$ cat config.mk
export PLATFORM = sky130hd
export DESIGN_NAME = instr_fetch
export DESIGN_NICKNAME = d
export VERILOG_FILES = /design/src/rtl/instr_fetch_pkg.sv /design/src/rtl/instr_fetch_prgrm_stack.sv /design/src/rtl/instr_fetch.sv
export SDC_FILE = /design/constraint.sdc
export NUM_CORES = 1
export LEC_CHECK = 0
export BUFFER_PORTS_ARGS = -buffer_cell sky130_fd_sc_hd__buf_2
export CAP_MARGIN = 10
export CORE_ASPECT_RATIO = 0.8
export CORE_MARGIN = 1.5
export CORE_UTILIZATION = 45
export DETAILED_ROUTE_END_ITERATION = 8
export HOLD_SLACK_MARGIN = 0.02
export MAX_ROUTING_LAYER = met4
export PLACE_DENSITY = 0.71
export SLEW_MARGIN = 20
export SYNTH_ARGS = -nofsm -noshare
export SYNTH_HDL_FRONTEND = slang
export SYNTH_HIERARCHICAL = 1
export SYNTH_SLANG_ARGS = --single-unit
$ cat constraint.sdc
create_clock -name clk -period 4.5 [get_ports clk]
set_input_delay 0.675 -clock clk [delete_from_list [all_inputs] [get_ports clk]]
set_output_delay 0.675 -clock clk [all_outputs]
set_load 0.1 [all_outputs]
$ cat src/rtl/instr_fetch_pkg.sv
// Shared sequencer phase encodings and widths, used by instr_fetch and by the program sequencer FSM.
package instr_fetch_pkg;

  localparam int SEQ_STATE_W = 3;

  typedef enum logic [SEQ_STATE_W-1:0] {
    RESET_STATE = 3'd0,
    FETCH_INSTR = 3'd1,
    READ_OPS    = 3'd2,
    EXECUTE     = 3'd3,
    WRITEBACK   = 3'd4
  } seq_state_e;

endpackage

$ cat src/rtl/instr_fetch_prgrm_stack.sv
// Return-address LIFO: push/pop take effect on the next clock edge, and top_data is combinational from the pointer.
// There is no backpressure; a push while full or a pop while empty is dropped, and the caller flags it.
module prgrm_stack #(
  parameter int PC_W        = 8,
  parameter int STACK_DEPTH = 4
) (
  input  logic            clk,
  input  logic            reset_n,
  input  logic            push,
  input  logic            pop,
  input  logic [PC_W-1:0] push_data,
  output logic [PC_W-1:0] top_data,
  output logic            full,
  output logic            empty
);

  localparam int AW = $clog2(STACK_DEPTH);

  logic [PC_W-1:0] mem [STACK_DEPTH];
  logic [AW:0]     sp;
  logic [AW-1:0]   top_idx;

  // sp counts the live entries, so it needs one bit more than the index to represent "full".
  assign full     = (sp == (AW+1)'(STACK_DEPTH));
  assign empty    = (sp == '0);
  assign top_idx  = AW'(sp - (AW+1)'(1));
  assign top_data = mem[top_idx];

  always_ff @(posedge clk or negedge reset_n) begin
    if (!reset_n) begin
      sp <= '0;
    end else if (push && !full) begin
      sp <= sp + (AW+1)'(1);
    end else if (pop && !empty) begin
      sp <= sp - (AW+1)'(1);
    end
  end

  always_ff @(posedge clk) begin
    if (push && !full) begin
      mem[sp[AW-1:0]] <= push_data;
    end
  end

endmodule

$ cat src/rtl/instr_fetch.sv
// Program counter, instruction register and call/return control, stepped by the external sequencer phase.
// Takes one cycle per phase: InstrReg loads at the end of FETCH_INSTR and PC updates at the end of WRITEBACK; there is no backpressure.
module instr_fetch
  import instr_fetch_pkg::*;
#(
  parameter int PC_W        = 8,
  parameter int INSTR_W     = 16,
  parameter int STACK_DEPTH = 4
) (
  input  logic                   clk,
  input  logic                   reset_n,
  input  logic [SEQ_STATE_W-1:0] CurrentState,
  input  logic                   Jump,
  input  logic                   Call,
  input  logic                   Return,
  input  logic [PC_W-1:0]        JumpAddr,
  input  logic [INSTR_W-1:0]     ImemRdata,
  output logic [PC_W-1:0]        ImemAddr,
  output logic                   ImemRd,
  output logic [PC_W-1:0]        PC,
  output logic [INSTR_W-1:0]     InstrReg,
  output logic                   StackOvf,
  output logic                   StackUnf
);

  logic            in_fetch;
  logic            in_wb;
  logic [PC_W-1:0] pc_inc;
  logic [PC_W-1:0] pc_nxt;
  logic [PC_W-1:0] stk_top;
  logic            stk_full;
  logic            stk_empty;
  logic            stk_push;
  logic            stk_pop;
  logic            set_ovf;
  logic            set_unf;

  assign in_fetch = (CurrentState == FETCH_INSTR);
  assign in_wb    = (CurrentState == WRITEBACK);
  assign pc_inc   = PC + PC_W'(1);
  assign ImemAddr = PC;
  assign ImemRd   = in_fetch;

  // Return wins outright, so a Call alongside it neither pushes nor raises StackOvf.
  always_comb begin
    pc_nxt   = PC;
    stk_push = 1'b0;
    stk_pop  = 1'b0;
    set_ovf  = 1'b0;
    set_unf  = 1'b0;
    if (in_wb) begin
      if (Return) begin
        if (stk_empty) begin
          pc_nxt  = pc_inc;
          set_unf = 1'b1;
        end else begin
          pc_nxt  = stk_top;
          stk_pop = 1'b1;
        end
      end else if (Call) begin
        pc_nxt = JumpAddr;
        if (stk_full) begin
          set_ovf = 1'b1;
        end else begin
          stk_push = 1'b1;
        end
      end else if (Jump) begin
        pc_nxt = JumpAddr;
      end else begin
        pc_nxt = pc_inc;
      end
    end
  end

  always_ff @(posedge clk or negedge reset_n) begin
    if (!reset_n) begin
      PC       <= '0;
      InstrReg <= '0;
      StackOvf <= 1'b0;
      StackUnf <= 1'b0;
    end else begin
      PC <= pc_nxt;
      if (in_fetch) begin
        InstrReg <= ImemRdata;
      end
      if (set_ovf) begin
        StackOvf <= 1'b1;
      end
      if (set_unf) begin
        StackUnf <= 1'b1;
      end
    end
  end

  prgrm_stack #(
    .PC_W        (PC_W),
    .STACK_DEPTH (STACK_DEPTH)
  ) u_stack (
    .clk       (clk),
    .reset_n   (reset_n),
    .push      (stk_push),
    .pop       (stk_pop),
    .push_data (pc_inc),
    .top_data  (stk_top),
    .full      (stk_full),
    .empty     (stk_empty)
  );

endmodule

* Word-level counts from Yosys, hierarchy flattened
Memory sizes are Yosys's and may differ from the RTL's. Index checks and enable logic that the tools add are counted. Widths: inputs -> output; s select.
Cells by class: eq/ne operators 3, add/sub/neg operators 3, multiplexer cells 22, reductions and logical operators 6
Operators by type and width (number):
- $mux 8 | 4
- $mux 1 | 16
- $add 8x1->8 const B | 1
- $eq 3x3->1 const B | 2
- $mux 3 | 2
- $add 3x1->3 const B | 1
- $eq 3x1->1 const B | 1
- $logic_not 3->1 | 1
- $sub 3x1->3 const B | 1
- $logic_and 1x1->1 | 2
- $logic_not 1->1 | 2
- $reduce_bool 2->1 | 1
Word-level totals: logic and storage cells 40, input port bits 32, memory bits (writable) 32, memories kept 1, register bits after elaboration 29, output and inout bits 35
Memories:
- u_stack.mem | depth 4, bits a word 8, read ports 1, clocked after Yosys merged registers in 0, write ports 1, line instr_fetch_prgrm_stack.sv:19 | logic [PC_W-1:0] mem [STACK_DEPTH];

* Longest topological paths before layout
Gate-level depths: netlist (run 1).
word-level depth 8, mapped depth 9, mapped depth without buffers 7

* Modules after synthesis
The synthesis (run 1) kept the hierarchy.
By module, submodules not included:
- instr_fetch | instances 1, cells an instance 141, area each 1467.7 µm², sequential area each 650.6 µm²
- prgrm_stack | instances 1, cells an instance 73, area each 1450.1 µm², sequential area each 1036.0 µm²

* Least setup slack after synthesis (run 1)
OpenSTA, ideal clock, no wires.
path kind input to register, from in CurrentState[1], to mem u_stack.mem[0][0] (enable), required time 4190 ps, data arrival time 2017 ps, setup slack 2174 ps, cell stages on the path 8, buffers on the path 2, library setup time 310 ps, cells stage by stage or3b_1 buf_2 nor2_2 nand2_1 nor2_1 a21boi_2 buf_6 and2_2
Between the ends: word-level cells in the longest chain between the ends 5
RTL lines:
- start, declared | line instr_fetch.sv:12 | input logic [SEQ_STATE_W-1:0] CurrentState,
- $eq 3x3->1 | line instr_fetch.sv:39 | assign in_wb = (CurrentState == WRITEBACK);
- $mux 1 | line instr_fetch.sv:51 | if (in_wb) begin
- named net stk_push | line instr_fetch.sv:33 | logic stk_push;
- $logic_and 1x1->1 | line instr_fetch_prgrm_stack.sv:40 | if (push && !full) begin
- $mux 1 | line instr_fetch_prgrm_stack.sv:40
- $mux 1 (implied by the code) | line instr_fetch_prgrm_stack.sv:41 | mem[sp[AW-1:0]] <= push_data;
- end, declared | line instr_fetch_prgrm_stack.sv:19
The timed path passes the listed nets, and every way through them passes these cells.

* Worst setup path after layout (run 1)
from in CurrentState[1], to out ImemRd
Between the ends: word-level cells in the longest chain between the ends 1
RTL lines:
- $eq 3x1->1 | line instr_fetch.sv:38 | assign in_fetch = (CurrentState == FETCH_INSTR);
- end, declared | line instr_fetch.sv:19 | output logic ImemRd,
Every way passes these cells.

==> impl_metrics.sql, run 1 <==
INSERT INTO impl_metrics (metric_group, metric, value, unit) VALUES
('job', 'cap_violations', '0', ''),
('die', 'fp.coreArea', '0.00631', 'sq mm'),
('global_routing', 'overall_global_routing_resource_usage', '0.190', ''),
('finish', 'mostFrequentLayoutCell', 'sky130_fd_sc_hd__buf_2', ''),
('synthesis', 'netlist-cell-type-count', '46', ''),
('critical_path', 'arrival', '2.04', 'ns'),
('synthesis', 'syn_nets', '253', ''),
('detailed_routing', 'route.vias.total', '1873', ''),
('clock_network', 'clock_sinks', '61', ''),
('detailed_routing', 'firstDrtPassIters', '4', ''),
('clock_network', 'cts_max_path_buffers', '2', ''),
('sta', 'tns', '0', 'ns'),
('clock_network', 'clkTransAtPathRegs', '0.06', 'ns'),
('critical_path', 'worst_setup_path_startpoint', 'CurrentState[1]', ''),
('critical_path', 'r2r.worst_path.cells', '6', ''),
('global_routing', 'grt_first_pass_wirelength', '9090', 'um'),
('synthesis', 'ys_top_cells_by_area', 'sky130_fd_sc_hd__edfxtp_1 33%, sky130_fd_sc_hd__dfrtp_1 25%, sky130_fd_sc_hd__mux2_2 6.6%, sky130_fd_sc_hd__mux4_2 6.2%, sky130_fd_sc_hd__ha_1 3.0%', ''),
('detailed_routing', 'antenna_violating_nets_post_route', '0', ''),
('critical_path', 'critical_path.reg2reg.endpoint', 'u_stack/mem[1][1]', ''),
('die', 'placement_rows', '26', ''),
('place', 'placer_s_final_routability_congestion_estimate', '0.904', ''),
('finish', 'final_cell_area', '0.00339', 'sq mm'),
('sta', 'actual_slew_at_the_worst_max_slew_pin', '0.794', 'ns'),
('sta', 'rsz0062_at_grt', 'false', ''),
('global_routing', 'global_route.overflow_total', '0', ''),
('finish', 'antenna-diode-count', '0', ''),
('synthesis', 'syn-cell-area', '0.00292', 'sq mm'),
('place', 'dp_hpwl', '4270', 'um'),
('critical_path', 'worst-setup-path-type', 'in -> out', ''),
('detailed_routing', 'routed_wire_length_per_instance', '16.0', 'um'),
('synthesis', 'synthesis.yosys.warnings', '6', ''),
('die', 'floorplan.initialDensity', '0.462', ''),
('clock_network', 'h-tree-depth', '3', ''),
('synthesis', 'synth_enable_flop_cells', '32', ''),
('die', 'dieWidth', '93.0', 'um'),
('die', 'die-area', '0.00698', 'sq mm'),
('global_routing', 'initial_antenna_violation_count', '0', ''),
('critical_path', 'timing.reg2reg.setup_slack', '1.93', 'ns'),
('sta', 'final.hold.worst_slack', '0.352', 'ns'),
('synthesis', 'synth_ff_type', 'sky130_fd_sc_hd__edfxtp_1', ''),
('synthesis', 'instance_count_of_the_mapped_netlist', '214', ''),
('clock_network', 'cts_root_buffer', 'sky130_fd_sc_hd__clkbuf_8', ''),
('synthesis', 'synth_area_per_cell', '13.6', 'sq um'),
('synthesis', 'synth.ff_latch_count', '61', ''),
('synthesis', 'async_flop_share', '0.475', ''),
('sta', 'fin_crit', '2.72', 'ns'),
('sta', 'final_cycle_utilization_of_the_critical_path', '0.604', ''),
('detailed_routing', 'viasPerCell', '5.16', ''),
('sta', 'worst_clock_skew', '0.00812', 'ns'),
('clock_network', 'holdBufCountCts', '0', ''),
('global_routing', 'grt_max_degree', '30', ''),
('critical_path', 'critical_path_required', '3.83', 'ns'),
('finish', 'layout.cells.most_common_list', '66 x sky130_fd_sc_hd__buf_2, 32 x sky130_fd_sc_hd__edfxtp_1, 29 x sky130_fd_sc_hd__dfrtp_1', ''),
('sta', 'final-max-slew-violation-count', '0', ''),
('clock_network', 'tritoncts.num_buffers', '9', ''),
('clock_network', 'tritoncts', 'yes', ''),
('run_status', 'status', 'complete, no violations', ''),
('clock_network', 'post_cts.resized_instances', '0', ''),
('global_routing', 'first_global_vias', '1711', ''),
('min_path', 'holdCritPathClass', 'in -> async', ''),
('clock_network', 'worstSkewPairLatency', '0.34', 'ns'),
('die', 'ioPinCount', '67', ''),
('place', 'dpl_worst_slack', '1.58', 'ns'),
('critical_path', 'timing.rr.start', 'u_stack/sp[0]', ''),
('sta', 'setup_ws', '1.78', 'ns'),
('sta', 'maximum_clock_rate', '0.368', 'GHz'),
('detailed_routing', 'initialDrtViolationCount', '120', ''),
('critical_path', 'critPathLaunchType', 'input pin', ''),
('critical_path', 'worst_setup_path_end_kind', 'primary output', ''),
('die', 'die_y', '75.0', 'um'),
('synthesis', 'synth.top_cell.area_share', '0.329', '');
-- registers in the layout, indices dropped and copies added (netlist names) --
signal	count
u_stack/mem	32
StackOvf	1
InstrReg	16
u_stack/sp	3
StackUnf	1
ImemAddr	8
-- critical path: stages --
cell	delay (ns)
sky130_fd_sc_hd__buf_2	0.13
sky130_fd_sc_hd__nor3b_4	0.68
sky130_fd_sc_hd__buf_2	0.56
-- Yosys cell counts, drive strengths merged (6+ instances only) --
library cell and number:
edfxtp 32, dfrtp 29, mux2 17, buf 16, nand2 16, o21ai 9, inv 8, mux4 8
nor2 8, a21oi 7, ha 7, nand3 6
-- worst min path at each step --
stage,endpoint,slack (ns),depth (start not counted)
after floorplan,ImemAddr[0],0.38,0
after global placement,StackUnf,0.45,1
after detailed placement,StackOvf,0.46,1
after CTS,InstrReg[7],0.35,1
after global routing,InstrReg[9],0.39,1
final,InstrReg[10],0.35,1
-- logic make-up (layout without fill, tap and decap cells) --
| logic type | Yosys count | count (layout) | share of synthesized area |
|---|---|---|---|
| fa+ha+maj | 7 | 7 | 0.0300 |
| flops | 61 | 61 | 0.578 |
| compound gates | 31 | 31 | 0.0690 |
| mux | 28 | 28 | 0.138 |
| simple gates | 55 | 55 | 0.112 |
| xor+xnor | 7 | 7 | 0.0210 |
| buf+inv | 25 | 90 | 0.0519 |
-- stage by stage --
step / util / cells
4_1_cts: 0.537 / 363
3_3_place_gp: 0.512 / 347
3_5_place_dp: 0.512 / 347
2_1_floorplan: - / 214
6_report: 0.537 / 363
5_1_grt: 0.537 / 363
-- area by class of cell --
cell class	count	area, sq um	share of cell area
clock inverters	5	27.5	0.00812
flip-flops and latches	61	1690	0.497
well taps	84	105	0.0310
multi-input cells	128	1080	0.318
inverters	8	30.0	0.00886
repair buffers	66	330	0.0974
clock buffers	11	131	0.0387
-- metal layers --
metal	vias to the layer above	wire, um	GRT usage
met5	-	0	-
met4	0	85	0.104
met3	7	352	0.0657
met2	59	2570	0.247
met1	907	2790	0.257
li1	900	-	-
Power of run 1 is left out: the tool's default activity adds up to more than one toggle a clock period on the data nets, which glitch-free logic cannot reach.
==> run 2: changes to the inputs <==
- clock period: 4.5 -> 2.7 ns (I/O delays scaled with it)
==> impl_metrics.sql, run 2 (synthesized netlist as in run 1, its figures left out) <==
INSERT INTO impl_metrics (metric_group, metric, value, unit) VALUES
('run_status', 'status', 'complete, no violations', ''),
('sta', 'worst_clock_skew', '0.0109', 'ns'),
('detailed_routing', 'antenna_violating_nets_post_route', '0', ''),
('sta', 'hold_viol', '0', ''),
('global_routing', 'global_route.overflow_total', '0', ''),
('die', 'fp.coreArea', '0.00631', 'sq mm'),
('global_routing', 'first_global_vias', '1775', ''),
('sta', 'setup_ws', '0.609', 'ns'),
('die', 'die-area', '0.00698', 'sq mm'),
('sta', 'actual_slew_at_the_worst_max_slew_pin', '0.635', 'ns'),
('sta', 'relSlewSlack', '0.576', ''),
('finish', 'layout-drive-gt1-share', '0.431', ''),
('power', 'design_power_total', '4.46', 'mW'),
('die', 'dieWidth', '93.0', 'um'),
('detailed_routing', 'routed_wire_length_per_instance', '16.7', 'um'),
('detailed_routing', 'initialDrtViolationCount', '194', ''),
('clock_network', 'tritoncts.num_buffers', '9', ''),
('clock_network', 'clock_sinks', '61', ''),
('global_routing', 'grt.met2_usage', '0.273', ''),
('global_routing', 'grt_first_pass_wirelength', '9380', 'um'),
('sta', 'rsz0062_at_grt', 'false', ''),
('clock_network', 'cts_post_setup_buffers_inserted', '0', ''),
('global_routing', 'overall_global_routing_resource_usage', '0.193', ''),
('finish', 'antenna-diode-count', '0', ''),
('die', 'ioPinCount', '67', ''),
('critical_path', 'worst_setup_path_end_kind', 'flop', ''),
('detailed_routing', 'viasPerCell', '5.22', ''),
('finish', 'largest_reg_flops', '32', ''),
('place', 'port_buffers', '66', ''),
('clock_network', 'tritoncts', 'yes', ''),
('place', 'area_after_detailed_placement', '0.00326', 'sq mm'),
('global_routing', 'initial_antenna_violation_count', '0', ''),
('power', 'leakage', '1.46', 'nW'),
('finish', 'layout.cells.most_common_list', '66 x sky130_fd_sc_hd__buf_2, 32 x sky130_fd_sc_hd__edfxtp_1, 29 x sky130_fd_sc_hd__dfrtp_1', ''),
('die', 'floorplan.initialDensity', '0.462', ''),
('detailed_routing', 'route.vias.total', '1917', ''),
('die', 'die_y', '75.0', 'um'),
('place', 'dpl_worst_slack', '0.311', 'ns'),
('global_routing', 'grtUsageMet1', '0.265', ''),
('clock_network', 'cts_max_path_buffers', '2', ''),
('global_routing', 'groute.layer.met3.usage', '0.0606', ''),
('clock_network', 'cts_root_buffer', 'sky130_fd_sc_hd__clkbuf_8', ''),
('global_routing', 'grt_max_degree', '30', ''),
('finish', 'final_cell_area', '0.00347', 'sq mm'),
('clock_network', 'holdBufCountCts', '0', ''),
('critical_path', 'worst-setup-path-type', 'reg -> reg', ''),
('sta', 'setup_violations', '0', ''),
('sta', 'final_cycle_utilization_of_the_critical_path', '0.774', ''),
('clock_network', 'h-tree-depth', '3', ''),
('sta', 'final-max-slew-violation-count', '0', ''),
('clock_network', 'worstSkewPairLatency', '0.34', 'ns'),
('detailed_routing', 'drt_drc_violations_left', '0', ''),
('power', 'vdd.ir_drop.worst', '499', 'uV'),
('power', 'cellPowerDensity', '1290', 'mW/mm^2'),
('job', 'cap_violations', '0', ''),
('min_path', 'holdCritPathClass', 'in -> async', ''),
('detailed_routing', 'routed_wl', '6150', 'um'),
('sta', 'maximum_clock_rate', '0.478', 'GHz'),
('sta', 'fin_crit', '2.09', 'ns'),
('critical_path', 'critPathLaunchType', 'flop', ''),
('die', 'placement_rows', '26', ''),
('finish', 'area_growth', '18.8', '%'),
('place', 'placer_s_final_routability_congestion_estimate', '0.915', ''),
('finish', 'num-nets-final', '317', ''),
('critical_path', 'critical_path_required', '2.73', 'ns'),
('clock_network', 'post_cts.resized_instances', '0', ''),
('clock_network', 'clkTransAtPathRegs', '0.07', 'ns'),
('detailed_routing', 'firstDrtPassIters', '4', ''),
('critical_path', 'arrival', '2.12', 'ns'),
('finish', 'mostFrequentLayoutCell', 'sky130_fd_sc_hd__buf_2', ''),
('global_routing', 'layer_carrying_the_most_global_route_usage', 'met2', ''),
('place', 'dp_hpwl', '4700', 'um'),
('critical_path', 'timing.reg2reg.setup_slack', '0.61', 'ns'),
('sta', 'tns', '0', 'ns'),
('critical_path', 'timing.critical_path.fanout_max', '11', '');
[run 2: worst paths after layout]
| path | end | start | depth (start not counted) |
|---|---|---|---|
| setup reg to reg | u_stack/mem[0][4] | u_stack/sp[1] | 6 |
| hold / removal | ImemAddr[6] | reset_n | 1 |
| min in group clk | InstrReg[14] | ImemRdata[14] | 2 |
| setup / recovery | u_stack/mem[0][4] | u_stack/sp[1] | 6 |
| max in group asynchronous | ImemAddr[5] | reset_n | 1 |
| hold reg to reg | StackUnf | StackUnf | 1 |
[run 2: per-stage QoR]
stage | hold slack (ns) | utilization | cells
4_1_cts | 0.103 | 0.549 | 367
3_3_place_gp | 0.451 | 0.517 | 351
2_1_floorplan | 0.109 | - | 214
3_5_place_dp | 0.463 | 0.517 | 351
5_1_grt | 0.125 | 0.549 | 367
6_report | 0.0855 | 0.549 | 367
[run 2: cell type report]
class	count	area [sq um]
clock buffer	10	128
multi-input combinational	128	1080
fill	546	2840
tap	84	105
sequential	61	1690
timing repair buffer	70	360
inverter	8	30.0
clock inverter	6	77.6
[run 2: critical path, cell delays in order (launching register included)]
cell and delay, ns:
sky130_fd_sc_hd__dfrtp_1 0.40, sky130_fd_sc_hd__inv_1 0.10, sky130_fd_sc_hd__ha_1 0.22, sky130_fd_sc_hd__and2_2 0.21
sky130_fd_sc_hd__nor2_1 0.13, sky130_fd_sc_hd__a21boi_2 0.39, sky130_fd_sc_hd__and2_2 0.34
[run 2: report_power, final]
part	internal, mW	switching [mW]	total [mW]
Sequential	1.19	0.162	1.36
Clock	0.510	0.327	0.837
Combinational	0.524	1.75	2.27
[run 2: metal layers]
metal	vias up	wire, um
met1	931	2850
li1	904	-
met5	-	0
met3	7	378
met2	75	2860
met4	0	55
Power figures use the tool's default switching activity.
